## src/rtl/spart_receiver.sv

```systemverilog
// SPART receive stage: synchronises RxD, oversamples 8N1 frames on the baud enable tick
// and holds the last good byte with data-available, overrun and framing-error status.
module spart_receiver #(
    parameter int OVERSAMPLE = 16,
    parameter int DATA_BITS  = 8
) (
    input  logic                 clk,
    input  logic                 rst_n,
    input  logic                 RxD,
    input  logic                 enable,
    input  logic                 rd_clr,
    output logic [DATA_BITS-1:0] rec_buff,
    output logic                 rec_data_avail,
    output logic                 overrun,
    output logic                 framing_err,
    output logic [2:0]           state_dbg
);

    localparam int TW = $clog2(OVERSAMPLE);
    localparam int BW = (DATA_BITS > 1) ? $clog2(DATA_BITS) : 1;
    localparam logic [TW-1:0] HALF_TICK = TW'(OVERSAMPLE / 2 - 1);
    localparam logic [TW-1:0] LAST_TICK = TW'(OVERSAMPLE - 1);
    localparam logic [BW-1:0] LAST_BIT  = BW'(DATA_BITS - 1);

    typedef enum logic [2:0] {
        S_IDLE  = 3'd0,
        S_START = 3'd1,
        S_DATA  = 3'd2,
        S_STOP  = 3'd3,
        S_BREAK = 3'd4
    } state_t;

    state_t               state, state_nx;
    logic [TW-1:0]        tick_cnt, tick_nx;
    logic [BW-1:0]        bit_cnt, bit_nx;
    logic [DATA_BITS-1:0] shreg, shreg_nx;
    logic                 rx_meta, rx_s;
    logic                 done, ferr;

    assign state_dbg = state;

    // Two-flop synchroniser; idles high so reset never looks like a start bit.
    always_ff @(posedge clk or negedge rst_n) begin
        if (!rst_n) begin
            rx_meta <= 1'b1;
            rx_s    <= 1'b1;
        end else begin
            rx_meta <= RxD;
            rx_s    <= rx_meta;
        end
    end

    always_ff @(posedge clk or negedge rst_n) begin
        if (!rst_n) begin
            state    <= S_IDLE;
            tick_cnt <= '0;
            bit_cnt  <= '0;
            shreg    <= '0;
        end else begin
            state    <= state_nx;
            tick_cnt <= tick_nx;
            bit_cnt  <= bit_nx;
            shreg    <= shreg_nx;
        end
    end

    // Every transition happens on an enable tick; tick_cnt holds the sample point mid-bit.
    always_comb begin
        state_nx = state;
        tick_nx  = tick_cnt;
        bit_nx   = bit_cnt;
        shreg_nx = shreg;
        done     = 1'b0;
        ferr     = 1'b0;
        if (enable) begin
            case (state)
                S_IDLE: begin
                    if (!rx_s) begin
                        state_nx = S_START;
                        tick_nx  = '0;
                    end
                end
                S_START: begin
                    if (tick_cnt == HALF_TICK) begin
                        tick_nx = '0;
                        bit_nx  = '0;
                        state_nx = rx_s ? S_IDLE : S_DATA;
                    end else begin
                        tick_nx = tick_cnt + TW'(1);
                    end
                end
                S_DATA: begin
                    if (tick_cnt == LAST_TICK) begin
                        tick_nx = '0;
                        shreg_nx = shreg >> 1;
                        shreg_nx[DATA_BITS-1] = rx_s;
                        if (bit_cnt == LAST_BIT) begin
                            state_nx = S_STOP;
                        end else begin
                            bit_nx = bit_cnt + BW'(1);
                        end
                    end else begin
                        tick_nx = tick_cnt + TW'(1);
                    end
                end
                S_STOP: begin
                    if (tick_cnt == LAST_TICK) begin
                        tick_nx = '0;
                        if (rx_s) begin
                            done     = 1'b1;
                            state_nx = S_IDLE;
                        end else begin
                            ferr     = 1'b1;
                            state_nx = S_BREAK;
                        end
                    end else begin
                        tick_nx = tick_cnt + TW'(1);
                    end
                end
                S_BREAK: begin
                    if (rx_s) begin
                        state_nx = S_IDLE;
                    end
                end
                default: state_nx = S_IDLE;
            endcase
        end
    end

    // A completing frame beats a simultaneous read: the new byte stays unread.
    always_ff @(posedge clk or negedge rst_n) begin
        if (!rst_n) begin
            rec_buff       <= '0;
            rec_data_avail <= 1'b0;
            overrun        <= 1'b0;
            framing_err    <= 1'b0;
        end else begin
            framing_err <= ferr;
            if (done) begin
                rec_buff       <= shreg;
                rec_data_avail <= 1'b1;
                overrun        <= rd_clr ? 1'b0 : (overrun | rec_data_avail);
            end else if (rd_clr) begin
                rec_data_avail <= 1'b0;
                overrun        <= 1'b0;
            end
        end
    end

endmodule
```

## config.mk

```make
export PLATFORM = sky130hd
export DESIGN_NAME = spart_receiver
export DESIGN_NICKNAME = d
export VERILOG_FILES = /design/src/rtl/spart_receiver.sv
export SDC_FILE = /design/constraint.sdc
export NUM_CORES = 1
export LEC_CHECK = 0
export CAP_MARGIN = 20
export CORE_MARGIN = 2
export CORE_UTILIZATION = 30
export CTS_BUF_LIST = sky130_fd_sc_hd__clkbuf_4 sky130_fd_sc_hd__clkbuf_8
export DETAILED_ROUTE_END_ITERATION = 7
export GPL_ROUTABILITY_DRIVEN = 0
export PLACE_DENSITY = 0.52
export SETUP_SLACK_MARGIN = 0.4
export SLEW_MARGIN = 5
export SYNTH_ARGS = -nofsm -noshare
export SYNTH_HDL_FRONTEND = slang
export SYNTH_SLANG_ARGS = --single-unit
```

## constraint.sdc

```tcl
create_clock -name clk -period 2.6 [get_ports clk]
set_input_delay 0.52 -clock clk [delete_from_list [all_inputs] [get_ports clk]]
set_output_delay 0.52 -clock clk [all_outputs]
set_load 0.005 [all_outputs]
```

# Word level (Yosys, flattened, before mapping)
# Index checks and enable logic that the tools add are counted.
# op_classes
n_addsub	2
eq_ne	14
n_mux	29
bitwise	1
reduce_logical	9
# op_table
cell	n
$mux 3	10
$pmux 3 s5	1
$ne 2x2->1 const B	7
$mux 1	12
$mux 4	3
$pmux 4 s3	1
$reduce_and 7->1	1
$eq 3x2->1 const B	2
$eq 3x3->1 const B	2
$pmux 3 s2	1
$reduce_and 3->1	2
$reduce_and 5->1	1
$add 4x1->4 const B	1
$eq 4x3->1 const B	1
$eq 4x4->1 const B	1
$reduce_bool 2->1	2
$add 3x1->3 const B	1
$eq 3x1->1 const B	1
$logic_not 3->1	1
$reduce_bool 3->1	1
$mux 2	1
$reduce_or 2->1	1
$or 1x1->1	1
# totals
ff_bits	31
output_inout_bits	14
elab_cells	65

# Depth between registers and ports, before layout
# Gate-level depths: netlist of run 1.
# depth
word_depth	5
ltp_mapped	6
depth_no_buf	5

# Worst setup path after synthesis of run 1
# OpenSTA, ideal clock, no wires.
# synth_path
kind	register -> register
startpoint	reg state[2], in the netlist state_dbg[2]
endpoint	reg bit_cnt[0]
arrival_time_ns	1.646
required_time_ns	2.472
setup_slack_ns	0.827
stages_incl_launch_ff	7
path_buffers	2
synth_period_minus_slack_ns	1.773
cell_sequence	dfrtp_1 buf_2 or3b_1 buf_4 o21a_1 nor2_2 mux2_1
# synth_between
elab_chain_len	3
word_cells_on_any_way	8
classes_between	5 x eq/ne; 1 x mux; 2 x reduce/logical
# synth_rtl
item	line_no	rtl
start, declared	33	state_t state, state_nx;
start signal, assigned	60	state <= state_nx;
$eq 3x2->1 / $eq 3x1->1 (equally long branches)	76	case (state)
$ne 2x2->1 (no source line) / $reduce_bool 2->1 (equally long branches)	--	
$reduce_and 5->1 (no source line)	--	
end signal, assigned	62	bit_cnt <= bit_nx;
end, declared	35	logic [BW-1:0] bit_cnt, bit_nx;
# Parallel ways exist; a longest one is shown, timed or not.
# A chain may end at the register's enable or synchronous reset.

# Final worst setup path of run 1
# layout_path
startpoint	in enable
endpoint	reg rec_buff[4]
# layout_between
elab_chain_len	1
# layout_rtl
item	line_no	rtl
start, declared	10	input logic enable,
$mux 1	75	if (enable) begin
end signal, assigned	140	rec_buff <= shreg;
end, declared	12	output logic [DATA_BITS-1:0] rec_buff,
# Every way passes these cells.

==> flow_metrics.py, run 1 <==
metrics = {
    "synthesis": {
        "synth_area_leaders": "dfrtp_1 (52%), mux2_2 (13%), mux2_1 (4.9%), dfstp_2 (3.8%), ha_1 (2.7%)",
        "synthArstFlopShare_pct": 100,
        "yosys_warnings": 0,
        "synth_edf_count": 0,
        "synth_top_area_share_pct": 52.3,
        "synth_cell_types": 34,
        "synth.avg_cell_area_um2": 13.1,
        "synthCells": 106,
        "yosysSeqAreaShare_pct": 56.0,
        "synthesis.nets": 114,
        "ys_ff_latch": 31,
        "synth_area_um2": 1390,
        "synth_ff_type": "dfrtp_1",
        "synth_top_area_cell": "dfrtp_1",
    },
    "critical_path": {
        "critPathMaxFanout": 9,
        "cp.required_ns": 2.76,
        "r2r_start": "tick_cnt[0]",
        "arrival_ns": 2.27,
        "startpoint": "enable",
        "endpoint_kind": "flip-flop",
        "cp-start-kind": "primary input",
        "crit_type": "in -> reg",
    },
    "timing": {
        "rsz0062_at_grt": "no",
        "final.setup.tns_ns": 0,
        "slew_headroom_pct": 65.4,
        "clock_skew_ns": 0.00525,
        "finalHoldViolCount": 0,
        "max_freq_ghz": 0.474,
        "period_minus_slack_ns": 2.11,
        "worst_pin_slew_ns": 0.515,
        "fin_crit_sh_pct": 81.2,
        "setup_violations": 0,
        "slew_violations": 0,
        "layout_setup_ws_ns": 0.490,
        "whs_ns": 0.354,
    },
    "floorplanning": {
        "die-area_um2": 5190,
        "coreArea_um2": 4410,
        "io_pins": 19,
        "die_w_um": 72.0,
        "dieHeight_um": 72.0,
        "start_util_pct": 31.5,
        "placementRows": 24,
    },
    "placement": {
        "dp_hpwl_um": 1720,
        "place_ws_ns": 0.192,
        "port-buffer-count": 18,
        "dp.cells": 176,
    },
    "detailed_routing": {
        "drtIter0Drc": 43,
        "wl_per_cell_um": 13.1,
        "drcViolationCount": 0,
        "first_pass_iters": 4,
        "vias": 898,
        "drt_wl_total_um": 2400,
        "vias_per_cell": 4.88,
        "postRouteAntennaNets": 0,
    },
    "hold_path": {
        "min_path_type": "reg -> reg",
        "min_from": "rx_meta",
    },
    "pwr": {
        "switchingPower_w": 0.000461,
        "ir_drop_uv": 316,
        "seq_power_share_pct": 43.0,
        "clock_power_share_pct": 31.4,
        "swShare_pct": 30.4,
        "internal_power_w": 0.00106,
        "combPwrFrac_pct": 25.6,
        "leakage_nw": 0.838,
        "p_per_area_nw_per_um2": 865,
    },
    "grt": {
        "antenna_found_initial": 0,
        "grt_pass1_wl_um": 4300,
        "track_usage_pct": 10.9,
        "grt_pass1_vias": 962,
        "grt_max_degree": 32,
        "grt_overflow_total": 0,
    },
    "run_status": {
        "status": "complete, no violations",
    },
    "flow_run": {
        "cap_violations": 0,
    },
    "clock_tree": {
        "cts.hold.buffers_added": 0,
        "cts_setup_buffers": 0,
        "clk_latency_ns": 0.27,
        "cts_tree": "yes",
        "htree_levels": 2,
        "cts_buffer_depth": 2,
        "path_clk_slew_ns": 0.06,
        "cts.sinks": 31,
        "cts_resized": 0,
        "cts_buffers": 5,
        "root_buffer": "clkbuf_8",
    },
    "cells_and_area": {
        "fill_cells": 404,
        "nNetsFinal": 139,
        "drive_gt1_share_pct": 25.8,
        "n_antenna_cell": 0,
        "layout_common_cells": "dfrtp_1 (29), clkdlybuf4s50_1 (18), mux2_2 (16)",
        "final_cells": 184,
        "final_common_cell": "dfrtp_1",
        "area_growth_pct": 26.3,
    },
}
-- logic make-up after synthesis --
| logic type | count (synthesis) | synth area share, % |
|---|---|---|
| mux | 22 | 17.8 |
| xor+xnor | 1 | 0.631 |
| flops | 31 | 56.0 |
| compound gates | 15 | 8.65 |
| fa+ha+maj | 3 | 2.70 |
| simple gates | 28 | 12.2 |
| buf+inv | 6 | 1.98 |
-- metrics by stage --
step	utilization (%)	total power (W)	instance area [um2]
after floorplan	-	0.000929	1390
after global placement	37.1	0.00104	1640
after detailed placement	37.1	0.00106	1640
after CTS	39.7	0.00154	1750
after global routing	39.7	0.00162	1750
final	39.7	0.00152	1750
-- Yosys cell counts (2+ instances only) --
library cell	number
a21oi_1	3
and3_1	3
dfrtp_1	29
dfstp_2	2
ha_1	3
inv_1	4
mux2_1	6
mux2_2	16
nand2_1	6
nor2_1	5
nor2b_1	3
o21ai_0	4
-- critical path: stages --
cell,delay (ns)
clkdlybuf4s50_1,0.58
nand4_1,0.28
nor3_4,0.50
mux2_2,0.39
-- power groups by stage --
stage          clock network, W  logic, W  registers (W)
2_1_floorplan                 0  0.000306       0.000622
3_3_place_gp                  0  0.000383       0.000660
3_5_place_dp                  0  0.000394       0.000662
4_1_cts                0.000496  0.000396       0.000652
5_1_grt                0.000518  0.000438       0.000667
6_report               0.000477  0.000388       0.000651
-- area by class of cell --
class                      count  area (um2)  share of cell area, %
clock buffer                   6        82.6                   4.71
sequential                    31         778                   44.4
clock inverter                 2        35.0                   2.00
multi-input combinational     69         583                   33.2
timing repair buffer          20         195                   11.1
tap                           52        65.1                   3.71
inverter                       4        15.0                  0.856
-- sequential cells by signal, summed over array words and instances, names as in the netlist --
| register | flops |
|---|---|
| rec_buff | 8 |
| shreg | 8 |
| tick_cnt | 4 |
| bit_cnt | 3 |
| state_dbg | 3 |
| framing_err | 1 |
| overrun | 1 |
| rec_data_avail | 1 |
| rx_meta | 1 |
| rx_s | 1 |
-- worst paths after layout --
| check | to | cells after the start | slack, ns |
|---|---|---|---|
| min in group asynchronous | bit_cnt[2] | 2 | 0.64 |
| setup reg to reg | rec_buff[4] | 4 | 0.70 |
| hold reg to reg | rx_s | 0 | 0.35 |
| setup / recovery | rec_buff[4] | 4 | 0.49 |
| hold / removal | rx_s | 0 | 0.35 |
| max in group asynchronous | rx_meta | 2 | 1.64 |
-- per-layer routing --
layer	up-vias	part of all wire [%]	global-route usage (%)
met2	18	48	17.7
met1	443	45	12.7
met4	0	1.4	4.40
met3	5	5.8	4.58
li1	432	-	-
met5	-	0	0
Power figures use the tool's default switching activity.
==> inputs of run 2 (changes only) <==
PLACE_DENSITY = 0.54   (was 0.52)
clock period = 1.92 ns   (was 2.6 ns; I/O delays follow)
==> run 2 against run 1 <==
Net effect: sequential share of layout area down 7.0 points; critical path type is now reg -> reg; register-to-register slack worse by 0.49 ns; global-route usage grew 2.0 points; via count rose by 13%; clock power grew 39%; core utilization up 7.4 points; clock skew is 0.00065 ns lower; flip-flop and latch count unchanged; wire length is 24% higher.
==> flow_metrics.py, run 2 (synthesis results as in run 1) <==
metrics = {
    "critical_path": {
        "cp.required_ns": 2.09,
        "cp-endpoint": "bit_cnt[0]",
        "crit_type": "reg -> reg",
        "worst_r2r_endpoint": "bit_cnt[0]",
        "r2r_cells": 5,
        "arrival_ns": 1.88,
        "startpoint": "state_dbg[2]",
        "ff2ff_setup_slack_ns": 0.21,
        "critPathMaxFanout": 6,
        "cp-start-kind": "flip-flop",
        "r2r_start": "state_dbg[2]",
        "endpoint_kind": "flip-flop",
    },
    "timing": {
        "clock_skew_ns": 0.00459,
        "slew_violations": 0,
        "layout_setup_ws_ns": 0.209,
        "finalHoldViolCount": 0,
        "worst_pin_slew_ns": 0.396,
        "setup_violations": 0,
        "slew_headroom_pct": 73.6,
        "rsz0062_at_grt": "yes",
        "fin_crit_sh_pct": 89.1,
        "period_minus_slack_ns": 1.71,
        "final.setup.tns_ns": 0,
        "max_freq_ghz": 0.584,
    },
    "placement": {
        "port-buffer-count": 18,
        "dp.cells": 185,
        "dp_hpwl_um": 1970,
        "place_ws_ns": -0.0267,
        "dpl_cell_area_um2": 1770,
    },
    "pwr": {
        "internal_power_w": 0.00174,
        "p_per_area_nw_per_um2": 1220,
        "combPwrFrac_pct": 40.5,
        "seq_power_share_pct": 33.4,
        "clock_power_share_pct": 26.1,
        "leakage_nw": 1.06,
        "switchingPower_w": 0.000799,
        "ir_drop_uv": 546,
        "swShare_pct": 31.5,
    },
    "clock_tree": {
        "cts_tree": "yes",
        "cts.sinks": 31,
        "cts_buffers": 5,
        "path_clk_slew_ns": 0.07,
        "cts_buffer_depth": 2,
        "root_buffer": "clkbuf_8",
        "clk_latency_ns": 0.28,
        "htree_levels": 2,
    },
    "grt": {
        "track_usage_pct": 12.9,
        "antenna_found_initial": 0,
        "grt_pass1_vias": 1085,
        "grt_overflow_total": 0,
        "grt_pass1_wl_um": 5090,
        "grt_max_degree": 32,
    },
    "hold_path": {
        "min_from": "rx_meta",
        "min_path_type": "reg -> reg",
    },
    "cells_and_area": {
        "final_util_pct": 47.1,
        "final_cells": 209,
        "nNetsFinal": 164,
        "area_growth_pct": 49.8,
        "layout_common_cells": "dfrtp_1 (29), buf_4 (18), mux2_4 (15)",
        "drive_gt1_share_pct": 45.2,
        "n_antenna_cell": 0,
        "design_area_um2": 2080,
        "final_common_cell": "dfrtp_1",
        "largest_registers": "rec_buff x8, shreg x8, tick_cnt x4",
    },
    "detailed_routing": {
        "first_pass_iters": 4,
        "vias": 1014,
        "drcViolationCount": 0,
        "wl_per_cell_um": 14.3,
        "postRouteAntennaNets": 0,
        "drtIter0Drc": 82,
        "vias_per_cell": 4.85,
        "drt_wl_total_um": 2990,
    },
    "floorplanning": {
        "die-area_um2": 5190,
        "coreArea_um2": 4410,
        "die_w_um": 72.0,
        "placementRows": 24,
        "start_util_pct": 31.5,
        "io_pins": 19,
        "dieHeight_um": 72.0,
    },
    "run_status": {
        "status": "complete, no violations",
    },
    "flow_run": {
        "cap_violations": 0,
    },
}
==> run 2: cell types whose count changed in the layout (fill, tap and decap cells not counted), moves of 5 or more <==
cell             previous run  this run
buf_4                       2        18
buf_6                       0         7
clkdlybuf4s50_1            18         5
dlygate4sd2_1               0        11
mux2_1                      6         1
mux2_2                     16         6
mux2_4                      0        15
==> run 2: what timing repair did <==
item | 4_1_cts | 5_1_grt
buffers inserted | 14 | 2
pin swaps | 4 | 0
endpoints found under the setup margin | 35 | 27
gates resized for setup | 26 | 11
endpoints found under the hold margin | 0 | 0
hold buffers | 0 | 0
==> run 2: power groups by stage <==
stage	clock network [W]	registers (W)	logic (W)
6_report	0.000662	0.000848	0.00103
5_1_grt	0.000710	0.000862	0.00111
4_1_cts	0.000685	0.000841	0.000940
3_5_place_dp	0	0.000844	0.000709
3_3_place_gp	0	0.000837	0.000678
2_1_floorplan	0	0.000847	0.000450
==> run 2: layer usage <==
| metal | global-route usage [%] | share of wire [%] | vias up |
|---|---|---|---|
| li1 | - | - | 477 |
| met1 | 16.0 | 45 | 508 |
| met2 | 20.3 | 49 | 21 |
| met3 | 3.75 | 3.3 | 8 |
| met4 | 7.13 | 2.8 | 0 |
| met5 | 0 | 0 | - |
==> run 2: area by class of cell <==
cell class                 instances  area (um2)
tap                               52        65.1
timing repair buffer              45         418
clock buffer                       6        82.6
sequential                        31         778
inverter                           4        15.0
multi-input combinational         69         687
clock inverter                     2        35.0
fill                             398        2330
==> run 2: how the worst min path moves through the flow <==
| stage | end | slack [ns] | cells past startpoint |
|---|---|---|---|
| after floorplan | bit_cnt[0] | 0.09 | 0 |
| after global placement | rx_s | 0.35 | 0 |
| after detailed placement | rx_s | 0.35 | 0 |
| after CTS | rx_s | 0.36 | 0 |
| after global routing | rx_s | 0.36 | 0 |
| final | rx_s | 0.36 | 0 |
==> run 2: critical path, stage by stage (launching register included) <==
cell	delay (ns)
dfrtp_1	0.41
or3b_4	0.45
o221ai_4	0.26
buf_6	0.14
nor2_4	0.04
mux2_4	0.29
==> run 2: per-stage QoR <==
step                      total power [W]  hold slack, ns
after floorplan                   0.00130          0.0884
after global placement            0.00152           0.347
after detailed placement          0.00155           0.349
after CTS                         0.00247           0.362
after global routing              0.00268           0.356
final                             0.00254           0.361
==> variant 1, RTL diff (config.mk and constraints of run 2) <==
Compare `tick_cnt` against `HALF_TICK` with >= in place of ==.
--- a/src/rtl/spart_receiver.sv
+++ b/src/rtl/spart_receiver.sv
@@ -81,7 +81,7 @@
                     end
                 end
                 S_START: begin
-                    if (tick_cnt == HALF_TICK) begin
+                    if (tick_cnt >= HALF_TICK) begin
                         tick_nx = '0;
                         bit_nx  = '0;
                         state_nx = rx_s ? S_IDLE : S_DATA;
Check against the original RTL: no difference found for any inputs over 10 cycles, from zero or initial values and one cycle with rst_n low; that may be too few to reach the edited logic, so the function may still have changed.
==> variant 1 against run 2 <==
Synthesized area rose by 1.9%. Synthesized cell count rose by 7.5%. Sequential share of layout area rose by 0.93 points. Critical path depth fell by 1. Design area fell by 2.1%. Wire length rose by 2.4%. Sequential cell count did not move. Power fell by 14%. Setup slack improved by 0.052 ns. Sequential power fell by 3.4%. Critical path type unchanged. Critical endpoint is now shreg[1]. Highest routed layer unchanged.
==> variant 1: results (changes against run 2) <==
| Metric | Value |
|---|---|
| Number of distinct library cells after synthesis | 33 (-2.9%) |
| Worst Path Arrival | 1.82 ns (-0.06 ns) |
| Largest registers | rec_buff (8), shreg (8), tick_cnt (4) |
| # placed instances | 190 (+2.7%) |
| Post-DP HPWL | 1970 um (about the same) |
| Worst hold path depth | 0 (unchanged) |
| Met2 GRT Util | 21.4% (+1.1 points) |
| Layout Nets | 167 (+1.8%) |
| Seq/Total Area, Yosys | 55.0% (-1.0 points) |
| First-pass GRT wire length | 5170 um (+1.6%) |
| Routed vias/inst | 5.00 (+3.0%) |
| Setup Skew | 0.00592 ns (+0.00133 ns) |
| Maximum clock insertion buffer count | 2 (unchanged) |
| VDD IR max | 566 uV (+3.6%) |
| P_leak | 0.00109 uW (+2.1%) |
| Reg2Reg Depth | 4 (-1) |
| Crit-path max FO | 8 (+2) |
| M3 GR Usage | 4.14% (+0.39 points) |
| Slowest CP cell | dfrtp_2 |
| Mean Syn Cell Area | 12.4 um^2 (-5.3%) |
| DR top layer | met4 |
| Area contributors post-synth | dfrtp_1 (51%), mux2_4 (8.5%), mux2_2 (6.4%) |
| Buffers on Ports | 18 (unchanged) |
| Global-route usage over all layers | 12.7% (-0.19 points) |
| Share of cells above drive strength 1 | 40.0% (-5.2 points) |
| Total wire length | 3060 um (+2.4%) |
| Status | completed |
| Met2 wire length | 1480 um (+0.88%) |
| Metal1 wirelength | 1420 um (+5.8%) |
| Initial DRC count | 80 (-2.4%) |
| Drt pass-1 iters | 4 (unchanged) |
| Met3 WL post-DR | 126 um (+29%) |
| Slew at the pin closest to its max-slew limit | 0.402 ns (+0.00624 ns) |
| Pre-CTS setup slack | -0.160 ns (-0.133 ns) |
| Global Route met1 Usage | 15.5% (-0.54 points) |
| Synth cell count leaders | dfrtp_1 (29), a21oi_1 (9), mux2_2 (8), mux2_4 (8), nand2_1 (7) |
| Vias post-DR | 1059 (+4.4%) |
| Post-Syn Nets | 122 (+7.0%) |
[variant 1: cell types whose count changed after synthesis, moves of 3 or more]
cell / run 2 / this run
a21oi_1: 3 / 9
mux2_4: 0 / 8
nand2b_1: 0 / 3
mux2_1: 6 / 0
mux2_2: 16 / 8
[variant 1: path summary, 6_finish.rpt]
kind	startpoint	end	slack [ns]
max	state_dbg[2]	shreg[1]	0.26
min	rx_meta	rx_s	0.36
max reg2reg	state_dbg[2]	shreg[1]	0.26
min reg2reg	rx_meta	rx_s	0.36
max in group asynchronous	rst_n	rx_s	1.09
min in group asynchronous	rst_n	shreg[5]	0.50
[variant 1: timing repair]
item | CTS | global route
pin swaps | 3 | 3
endpoints found under the hold margin | 0 | 0
endpoints found under the setup margin | 34 | 30
buffers inserted | 12 | 2
resized for setup | 20 | 12
[variant 1: kinds of logic after synthesis]
group | Yosys count | synth area share, %
DFF | 31 | 55.0
and+or+nand+nor | 30 | 12.4
AOI/OAI and AO/OA | 25 | 11.9
muxes | 16 | 14.9
buffers and inverters | 9 | 3.18
adders and majority gates | 3 | 2.65
[variant 1: area by class of cell]
| cell class | count | area [um^2] |
|---|---|---|
| fill | 393 | 2410 |
| clock buffer | 6 | 82.6 |
| multi-input combinational | 74 | 683 |
| timing repair buffer | 41 | 368 |
| clock inverter | 2 | 35.0 |
| inverter | 6 | 22.5 |
| sequential | 31 | 781 |
| tap | 52 | 65.1 |
[variant 1: per-stage QoR]
stage                     area (um^2)  hold WS [ns]
after detailed placement         1730         0.350
after floorplan                  1440        0.0884
after global placement           1730         0.352
after CTS                        1980         0.363
after global routing             2040         0.366
final                            2040         0.361
[variant 1: report_power, final]
group          switching [uW]  internal, uW
clock                     240           420
combinational             362           335
sequential               92.6           727
total                     695          1480
==> variant 2, RTL diff (flow settings as in run 2) <==
Made on the original files. Change the parameter `DATA_BITS` from 8 to 4.
--- a/src/rtl/spart_receiver.sv
+++ b/src/rtl/spart_receiver.sv
@@ -2,7 +2,7 @@
 // and holds the last good byte with data-available, overrun and framing-error status.
 module spart_receiver #(
     parameter int OVERSAMPLE = 16,
-    parameter int DATA_BITS  = 8
+    parameter int DATA_BITS  = 4
 ) (
     input  logic                 clk,
     input  logic                 rst_n,
Ports: changed (resized rec_buff); port bits go from 19 to 15. The function was not compared with the original's and may differ.
==> variant 2 against run 2 <==
Design area decreased by 34%. Maximum frequency increased by 11%. Combinational power decreased by 54%. Wire length decreased by 38%. Highest routed layer unchanged. Via count decreased by 29%. Synthesized area decreased by 27%. Power decreased by 47%. Sequential cell count decreased by 9. Setup slack improved by 0.17 ns.
==> variant 2: results (changes against run 2) <==
| Metric | Value |
|---|---|
| VDD IR max | 308 uV (-44%) |
| Status | completed |
| Largest net degree at the start of global routing | 23 (-28%) |
| Delay-heaviest family, CP | buffers and inverters |
| Vias post-DR | 725 (-29%) |
| Sequential power | 633 uW (-25%) |
| Hold Worst Slack | 0.363 ns (+0.00203 ns) |
| M3 GR Usage | 2.36% (-1.4 points) |
| Seq/Total Area, Yosys | 54.5% (-1.5 points) |
| Setup Skew | 0.00587 ns (+0.00127 ns) |
| Max transition margin | 77.2% (+3.6 points) |
| Worst Path Arrival | 1.73 ns (-0.15 ns) |
| CTS buffer count | 3 (-2) |
| Synth Area in XOR/XNOR | 0.863% (+0.23 points) |
| Slowest CP cell | clkdlybuf4s50_1 |
| Global-route usage over all layers | 10.9% (-2.0 points) |
| Synth cell count leaders | dfrtp_1 (20), nand2_1 (7), mux2_2 (6), nor2_1 (6), inv_1 (5) |
| Clk pwr | 251 uW (-62%) |
| Buffers on Ports | 14 (-4) |
| Global Route met1 Usage | 15.2% (-0.88 points) |
| Post-Syn Nets | 92 (-19%) |
| Htree depth | 1 (-1) |
| Synthesized-area fraction occupied by adder cells | 2.47% (-0.24 points) |
| Met2 GRT Util | 16.3% (-4.0 points) |
| P_leak | 0.000642 uW (-40%) |
## variant 2: cell count changes after synthesis, sizes merged, moves of 2 or more
cell   delta
or3b      -2
mux2     -13
dfrtp     -9
nor3      +3
nand3     +2
and3      -3
a22o      +2
nor2b     -3
## variant 2: routing by layer
layer,up-vias,share of wire [%]
met3,4,3.4
met1,351,53
met5,-,0
met2,14,42
li1,356,-
met4,0,1.6
## variant 2: repair_timing
item,4_1_cts,5_1_grt
gates resized for setup,16,6
endpoints found under the setup margin,20,12
pin swaps,0,2
buffers inserted,6,1
## variant 2: layout make-up
| cell class | instances | area (um^2) |
|---|---|---|
| clock buffer | 4 | 36.3 |
| tap | 46 | 57.6 |
| multi-input combinational | 54 | 474 |
| sequential | 22 | 556 |
| inverter | 5 | 18.8 |
| fill | 331 | 1910 |
| timing repair buffer | 26 | 229 |
## variant 2: path summary, 6_finish.rpt
kind / start / to / slack [ns] / cells after the start
worst max-delay path: enable / bit_cnt[0] / 0.38 / 6
worst min-delay path: rx_meta / rx_s / 0.36 / 0
worst max register to register: state_dbg[2] / bit_cnt[0] / 0.41 / 6
worst min register to register: rx_meta / rx_s / 0.36 / 0
max in group asynchronous: rst_n / rx_meta / 1.23 / 2
min in group asynchronous: rst_n / tick_cnt[2] / 0.40 / 2
## variant 2: through the flow
| step | cells | total power, uW | setup slack, ns | instance area [um^2] |
|---|---|---|---|---|
| after floorplan | 85 | 920 | 0.386 | 1030 |
| after global placement | 146 | 1020 | 0.0730 | 1240 |
| after detailed placement | 146 | 1030 | 0.0599 | 1240 |
| after CTS | 156 | 1370 | 0.363 | 1350 |
| after global routing | 157 | 1460 | 0.343 | 1370 |
| final | 157 | 1360 | 0.382 | 1370 |
